### src/rtl/serial_adder.sv
// Bit-serial adder: one full-adder cell, operands shifted LSB first over WIDTH clocks.
// Optional macro SERIAL_ADDER_SUB_EN adds a 'sub' port that selects a - b.
module serial_adder #(
  parameter int WIDTH = 8
) (
  input  logic             clk,
  input  logic             rst_n,
  input  logic             start,
  input  logic [WIDTH-1:0] a,
  input  logic [WIDTH-1:0] b,
  input  logic             cin,
`ifdef SERIAL_ADDER_SUB_EN
  input  logic             sub,
`endif
  output logic             busy,
  output logic             done,
  output logic [WIDTH-1:0] sum,
  output logic             cout
);

  localparam int CW = (WIDTH > 1) ? $clog2(WIDTH) : 1;
  localparam logic [CW-1:0] LAST = CW'(WIDTH - 1);

  typedef enum logic [1:0] {
    S_IDLE,
    S_RUN,
    S_DONE
  } state_t;

  state_t           r_state;
  logic [WIDTH-1:0] r_shA;
  logic [WIDTH-1:0] r_shB;
  logic [WIDTH-1:0] r_shS;
  logic             r_carry;
  logic [CW-1:0]    r_cnt;

  logic [WIDTH-1:0] w_bLoad;
  logic             w_cLoad;
  logic             w_half1;
  logic             w_s;
  logic             w_c;
  logic [WIDTH-1:0] w_shSNext;

  // Subtraction is a + ~b + 1, so only the B operand and the carry seed change.
  always_comb begin
    w_bLoad = b;
    w_cLoad = cin;
`ifdef SERIAL_ADDER_SUB_EN
    if (sub) begin
      w_bLoad = ~b;
      w_cLoad = 1'b1;
    end
`endif
  end

  assign w_half1   = r_shA[0] ^ r_shB[0];
  assign w_s       = w_half1 ^ r_carry;
  assign w_c       = (r_shA[0] & r_shB[0]) | (r_carry & w_half1);
  assign w_shSNext = {w_s, r_shS[WIDTH-1:1]};

  always_ff @(posedge clk) begin
    if (!rst_n) begin
      r_state <= S_IDLE;
      r_shA   <= '0;
      r_shB   <= '0;
      r_shS   <= '0;
      r_carry <= 1'b0;
      r_cnt   <= '0;
      busy    <= 1'b0;
      done    <= 1'b0;
      sum     <= '0;
      cout    <= 1'b0;
    end else begin
      done <= 1'b0;
      case (r_state)
        S_RUN: begin
          r_shA   <= r_shA >> 1;
          r_shB   <= r_shB >> 1;
          r_shS   <= w_shSNext;
          r_carry <= w_c;
          // Results are published only on the last bit so sum never shows partial values.
          if (r_cnt == LAST) begin
            sum     <= w_shSNext;
            cout    <= w_c;
            done    <= 1'b1;
            busy    <= 1'b0;
            r_state <= S_DONE;
          end else begin
            r_cnt <= r_cnt + 1'b1;
          end
        end
        default: begin
          if (start) begin
            r_shA   <= a;
            r_shB   <= w_bLoad;
            r_carry <= w_cLoad;
            r_shS   <= '0;
            r_cnt   <= '0;
            busy    <= 1'b1;
            r_state <= S_RUN;
          end else begin
            r_state <= S_IDLE;
          end
        end
      endcase
    end
  end

endmodule

### config.mk
export PLATFORM = sky130hd
export DESIGN_NAME = serial_adder
export DESIGN_NICKNAME = d
export VERILOG_FILES = /design/src/rtl/serial_adder.sv
export SDC_FILE = /design/constraint.sdc
export NUM_CORES = 1
export LEC_CHECK = 0
export CORE_MARGIN = 1
export CORE_UTILIZATION = 44
export DETAILED_ROUTE_END_ITERATION = 12
export GPL_ROUTABILITY_DRIVEN = 0
export PLACE_DENSITY = 0.7
export SYNTH_ARGS = -nofsm -noshare
export SYNTH_HDL_FRONTEND = slang
export SYNTH_SLANG_ARGS = --single-unit
### constraint.sdc
create_clock -name clk -period 1.8 [get_ports clk]
set_input_delay 0.18 -clock clk [delete_from_list [all_inputs] [get_ports clk]]
set_output_delay 0.18 -clock clk [all_outputs]
set_load 0.1 [all_outputs]
# Word level (Yosys, flattened, before mapping)
# Index checks and enable logic that the tools add are counted.
# totals
reg_bits	41
input_bits	20
output_inout_bits	11
# op_classes
muxes	18
reduce_logical	6
n_eq_ne	4
n_addsub	1
bitwise	6
# ops
cell	count
two-way mux 7 bit	4
two-way mux 8 bit	2
two-way mux 3 bit	3
AND reduction 2 bit	4
two-way mux 1 bit	7
two-way mux 2 bit	2
inequality test 2 bit (second input constant)	2
adder 3 x 1 -> 3 bit (second input constant)	1
equality test 3 bit (second input constant)	1
bitwise AND 1 bit	2
equality test 2 x 1 -> 1 bit (second input constant)	1
nonzero test 2 bit	1
OR reduction 2 bit	1
bitwise XOR 1 bit	2
inverter 1 bit	1
bitwise OR 1 bit	1

# Depth between registers and ports, before layout
# Gate-level depths: netlist (run 1).
# depth
word_depth	4
mapped_depth	6
depth_no_buf	5

# Worst setup path before layout (run 1)
# No wires, ideal clock.
# synth_path
path_kind	register to register
startpoint	reg r_cnt[0]
endpoint	reg r_state[0]
setup_time_ns	0.079
arrival_time_ns	1.244
setup_slack_ns	0.477
stages_incl_launch_ff	6
period_less_slack_ns	1.323
cell_sequence	dfxtp_1 ha_1 ha_1 and3b_2 buf_4 a211oi_2
# synth_between
elab_chain_cells	2
# synth_lines
item	line	text
start, declared	35	logic [CW-1:0] r_cnt;
start signal, assigned	89	r_cnt <= r_cnt + 1'b1;
equality test 3 bit	82	if (r_cnt == LAST) begin
inequality test 2 bit (no line)	--	
end signal, assigned	87	r_state <= S_DONE;
end signal, assigned	100	r_state <= S_RUN;
end signal, assigned	102	r_state <= S_IDLE;
end, declared	30	state_t r_state;
# Every way passes these cells.
# A chain may end at the register's enable or synchronous reset.

# Final worst setup path (run 1)
# layout_path
startpoint	reg r_cnt[0]
endpoint	reg busy
# layout_between
elab_chain_cells	3
# layout_lines
item	line	text
equality test 3 bit	82	
inequality test 2 bit (no line)	--	
AND reduction 2 bit (no line)	--	
end signal, assigned	69	busy <= 1'b0;
end signal, assigned	86	busy <= 1'b0;
end signal, assigned	99	busy <= 1'b1;
end, declared	15	output logic busy,
# Every way passes these cells.

==> impl_metrics.toml, run 1 <==
[die]
fp-row-count = 22
die_w_um = 65.4
die_h_um = 65.4
die-area_um2 = 4280
coreArea_um2 = 3770
start_util_pct = 46.9
ios = 31

[logic_synthesis]
avgSynthCellArea_um2 = 10.1
yosys_register_bits = 40
seq_area_frac_synth_pct = 45.3
synth.distinct_cells = 27
syn_area_um2 = 1770
yosys_warnings = 0
synth_cells = 175
synth_fp_nets = 198

[finish]
fin_nets = 226
final-instance-count-excl-fill = 251
utilization_pct = 56.8
fillers = 325
final_cell_mix = "dfxtp_1, nand2_1, a21oi_1, clkdlybuf4s50_1, mux2i_1"
diodes = 0
final_common_cell = "dfxtp_1"
drive_gt1_share_pct = 26.1
synthToLayoutAreaGrowth_pct = 21.1

[placed_design]
numPortBuffers = 30
dp_hpwl_um = 2250
dp.cells = 244

[sta]
final_max_slew_viol_count = 0
max-slew-margin-rel_pct = 67.8
skew_ns = 0.00238
tightest_slew_ns = 0.483
rsz0062_at_grt = "false"
final.setup.tns_ns = 0
max_freq_mhz = 688
setup_viol = 0
finalCriticalPeriod_ns = 1.45
finalCritPeriodShare_pct = 80.7
finalHoldViolCount = 0

[clocking]
ctsHoldBuffers = 0
cts.sinks = 40
post_cts_resized = 0
cts_buffer_depth = 2
clk_latency_ns = 0.28
cts_tree = "built"
cts-root-buf = "clkbuf_8"
postCtsSetupRepairBufs = 0
clkSlewWorstSetupHoldPaths_ns = 0.07
cts_max_level = 2
cts_buffers = 5

[setup_path]
critical_path.slowest_cell = "dfxtp_1"
worstSetupStartpointType = "register"
max_stage_delay_ns = 0.38
cp.depth = 5
endpoint_kind = "register"
critical_path_buf_inv_count = 0
critical_path_arrival_ns = 1.63
critical_path.most_common_cell = "ha_1"
critPathRequiredTime_ns = 1.98
ff2ff_path_depth = 5
crit_type = "reg -> reg"
crit_chain = "ha_1 > ha_1 > nand3b_1 > a22oi_1 > nor2_1"
path_max_fanout = 12
crit_family = "flip-flops"

[route]
detail-route-antenna-nets = 0
num_vias = 1303
wl_per_cell_um = 12.4
drt_wl_total_um = 3110
viasPerCell = 5.19
drtIter0Drc = 52
drt_first_pass_iters = 4
drc_errors = 0

[power]
p_leak_nw = 0.826
seq_power_share_pct = 52.6
p_sw_share_pct = 23.6
power.density_nw_per_um2 = 847
peakVddDrop_v = 0.000502
p_comb_share_pct = 13.5
clockPowerShare_pct = 33.9
internal-power_mw = 1.39
switchingPower_uw = 428

[grt]
grt_overflow = 0
grt_pass1_vias = 1285
grt_pass1_wl_um = 5530
grt_max_degree = 33
gr-usage-all-layers_pct = 16.9
antenna_found_initial = 0

[status]
status = "complete, no violations"

[min_path]
min_path_cells = 2
hold_class = "reg -> reg"

[run]
max_cap_viol_count = 0
==> cells in the mapped netlist <==
library cell  number  share of area (%)
a211oi_1           1               0.42
a211oi_2          15                 11
a21oi_1           19                5.4
a22oi_1            1               0.42
a32oi_1            2               0.99
and2b_1            1               0.42
and3b_2            1               0.57
buf_1              1               0.21
buf_12             2                2.3
buf_2              4                1.1
buf_4              3                1.3
buf_6              1               0.64
buf_8              1               0.85
clkbuf_8           1               0.78
dfxtp_1           40                 45
fa_1               1                1.1
ha_1               2                1.4
inv_1              1               0.21
inv_2              1               0.21
mux2i_1           18                 10
nand2_1           28                5.9
nand2b_1           1               0.35
nand3_1            7                2.0
nand3b_1           2               0.85
nor2_1             7                1.5
nor2_2            13                4.6
nor3b_1            1               0.42
==> cells by family (layout without fill, tap and decap cells) <==
kind of cell               Yosys count  in the layout  synth area share, %
AOI/OAI and AO/OA                   38             38                 17.8
adders and majority gates            3              3                 2.55
buffers and inverters               15             43                 7.57
DFF                                 40             40                 45.3
muxes                               18             18                 10.2
and+or+nand+nor                     61             61                 16.6
==> sequential cells by signal (all words and copies together) (netlist names) <==
signal   flops
done         1
r_carry      1
r_cnt        3
sum          8
r_shB        8
r_shA        8
r_shS        7
busy         1
r_state      2
cout         1
==> final cells by class <==
class	instances	area [µm²]	share of cell area, %
Clock buffer	7	96.3	4.50
Inverter	2	7.51	0.350
Timing Repair Buffer	34	340	15.9
Multi-Input combinational cell	120	837	39.1
Sequential cell	40	801	37.4
Tap cell	48	60.1	2.80
==> worst min-delay path, cell delays in order (launching register included) <==
cell     delay (ns)
dfxtp_1        0.31
nand2_1        0.05
a21oi_1        0.05
==> metrics by stage <==
step           worst slack, ns  power [mW]  hold WS, ns  area, µm²
2_1_floorplan            0.477        1.15        0.324       1770
3_3_place_gp             0.386        1.21        0.446       2050
3_5_place_dp             0.338        1.22        0.451       2050
4_1_cts                  0.327        1.84        0.461       2140
5_1_grt                  0.199        1.92        0.482       2140
6_report                 0.347        1.82        0.460       2140
==> power groups by stage <==
| stage | registers [mW] | clock network (mW) | logic (mW) |
|---|---|---|---|
| after global routing | 0.958 | 0.690 | 0.268 |
| after detailed placement | 0.974 | 0 | 0.248 |
| final | 0.954 | 0.616 | 0.245 |
| after global placement | 0.972 | 0 | 0.241 |
| after floorplan | 0.980 | 0 | 0.175 |
| after CTS | 0.954 | 0.634 | 0.248 |
==> worst paths after layout <==
path            start      to  slack [ns]
max reg2reg  r_cnt[0]    busy        0.35
min            sum[4]  sum[4]        0.46
min reg2reg    sum[4]  sum[4]        0.46
max          r_cnt[0]    busy        0.35
==> layer usage <==
metal	wire length, µm	vias up	track usage (%)
met1	1360	615	20.2
met5	0	-	0
met2	1600	25	28.4
li1	-	661	-
met3	132	2	4.86
met4	19	0	6.52
No activity file was read; power rests on OpenSTA's default activity.
==> inputs of run 2 (changes only) <==
- clock period: 1.8 -> 1.5 ns (I/O delays scaled with it)
==> run 2 against run 1 <==
Against the previous run: first-iteration DRC count is 13% higher; combinational power increased by 25%; wire length increased by 16%; design area rose by 8.8%; register-to-register slack got worse by 0.29 ns; die area unchanged; critical path type unchanged; largest cell class unchanged.
==> impl_metrics.toml, run 2 (same netlist as run 1, synthesis figures left out) <==
[clocking]
clkSlewWorstSetupHoldPaths_ns = 0.08
clk_latency_ns = 0.29
cts_buffer_depth = 2
cts.sinks = 40
cts_buffers = 5
cts_tree = "built"
ctsHoldBuffers = 0
cts-root-buf = "clkbuf_8"
cts_max_level = 2

[finish]
final-instance-count-excl-fill = 257
synthToLayoutAreaGrowth_pct = 31.8
fin_nets = 231
regArea_um2 = 801
final_cell_mix = "dfxtp_1, nand2_1, a21oi_1, clkdlybuf4s50_1, mux2i_1"
largestRegisters = "r_shA x8, r_shB x8, sum x8"
fillers = 305
multiInputGateArea_um2 = 856
drive_gt1_share_pct = 28.2
final_common_cell = "dfxtp_1"
diodes = 0
utilization_pct = 61.8

[route]
drt_first_pass_iters = 4
drc_errors = 0
wl_per_cell_um = 14.0
viasPerCell = 5.33
num_vias = 1370
detail-route-antenna-nets = 0
drtIter0Drc = 59
drt_wl_total_um = 3600

[sta]
tightest_slew_ns = 0.284
final.setup.tns_ns = 0
finalHoldViolCount = 0
finalCritPeriodShare_pct = 96.3
max-slew-margin-rel_pct = 81.1
whs_ns = 0.450
finalCriticalPeriod_ns = 1.44
setup_viol = 0
skew_ns = 0.00483
fin_ws_ns = 0.0554
max_freq_mhz = 692
rsz0062_at_grt = "false"
final_max_slew_viol_count = 0

[die]
coreArea_um2 = 3770
ios = 31
die_h_um = 65.4
die_w_um = 65.4
start_util_pct = 46.9
fp-row-count = 22
die-area_um2 = 4280

[grt]
gr-usage-met1_pct = 20.2
grt_pass1_vias = 1386
grt_use_met3_pct = 6.42
grt_max_degree = 24
grtUsageMet2_pct = 34.1
grt_overflow = 0
gr-max-usage-layer = "met2"
gr-usage-all-layers_pct = 19.0
grt_pass1_wl_um = 6070
antenna_found_initial = 0

[setup_path]
critical_path_arrival_ns = 1.62
ff2ff_path_depth = 5
rrSetupSlack_ns = 0.06
worst_r2r_startpoint = "r_cnt[0]"
worstSetupStartpointType = "register"
critPathRequiredTime_ns = 1.68
startpoint = "r_cnt[0]"
endpoint_kind = "register"
cp-endpoint = "r_cnt[0]"
path_max_fanout = 7
timing.rr.end = "r_cnt[0]"
crit_type = "reg -> reg"

[power]
power.density_nw_per_um2 = 999
seq_power_share_pct = 49.2
p_comb_share_pct = 13.2
p_sw_share_pct = 24.6
p_leak_nw = 0.885
peakVddDrop_v = 0.000697
clockPowerShare_pct = 37.6
switchingPower_uw = 573
internal-power_mw = 1.75

[placed_design]
place_ws_ns = 0.0420
dp.cells = 248
numPortBuffers = 30
dp_hpwl_um = 2530

[status]
status = "complete, no violations"

[run]
max_cap_viol_count = 0

[min_path]
hold_class = "in -> reg"
==> run 2: final cells by class <==
class	instances	share of cell area, %
multi-input cells	121	36.7
flip-flops and latches	40	34.4
repair buffers	38	21.3
clock buffers	5	2.95
well taps	48	2.58
clock inverters	3	1.83
inverters	2	0.322
==> run 2: repair_timing <==
action | in CTS | in global routing
setup buffers | 0 | 0
setup endpoints to repair | 0 | 3
resized for setup | 0 | 2
==> run 2: power by group through the flow <==
| stage | sequential [mW] | clock [mW] | combinational (mW) |
|---|---|---|---|
| detailed placement | 1.17 | 0 | 0.307 |
| global placement | 1.17 | 0 | 0.292 |
| global route | 1.15 | 0.938 | 0.333 |
| finish | 1.15 | 0.875 | 0.307 |
| CTS | 1.14 | 0.895 | 0.307 |
| floorplan | 1.18 | 0 | 0.210 |
==> run 2: routing by layer <==
metal  wire length, µm  up-vias
met4                92        0
met1              1520      660
met5                 0        -
met2              1850       27
met3               144        9
li1                  -      674
==> run 2: stage by stage <==
| step | cell area [µm²] | power (mW) |
|---|---|---|
| after CTS | 2310 | 2.35 |
| after global placement | 2200 | 1.46 |
| final | 2330 | 2.33 |
| after detailed placement | 2200 | 1.48 |
| after floorplan | 1770 | 1.39 |
| after global routing | 2330 | 2.42 |
==> run 2: worst max-delay path, cell delays in order (launching register included) <==
cell	delay (ns)
dfxtp_1	0.34
ha_1	0.21
ha_1	0.24
and3b_2	0.29
mux2i_1	0.17
a21oi_1	0.08
==> run 2: worst min-delay path by stage <==
stage / from / cells after the start / to
after global routing: rst_n / 3 / r_shA[7]
after CTS: rst_n / 3 / r_shA[7]
final: rst_n / 3 / r_shA[7]
after global placement: r_cnt[1] / 2 / r_cnt[1]
after detailed placement: r_shS[6] / 2 / r_shS[5]
after floorplan: rst_n / 2 / r_shA[7]
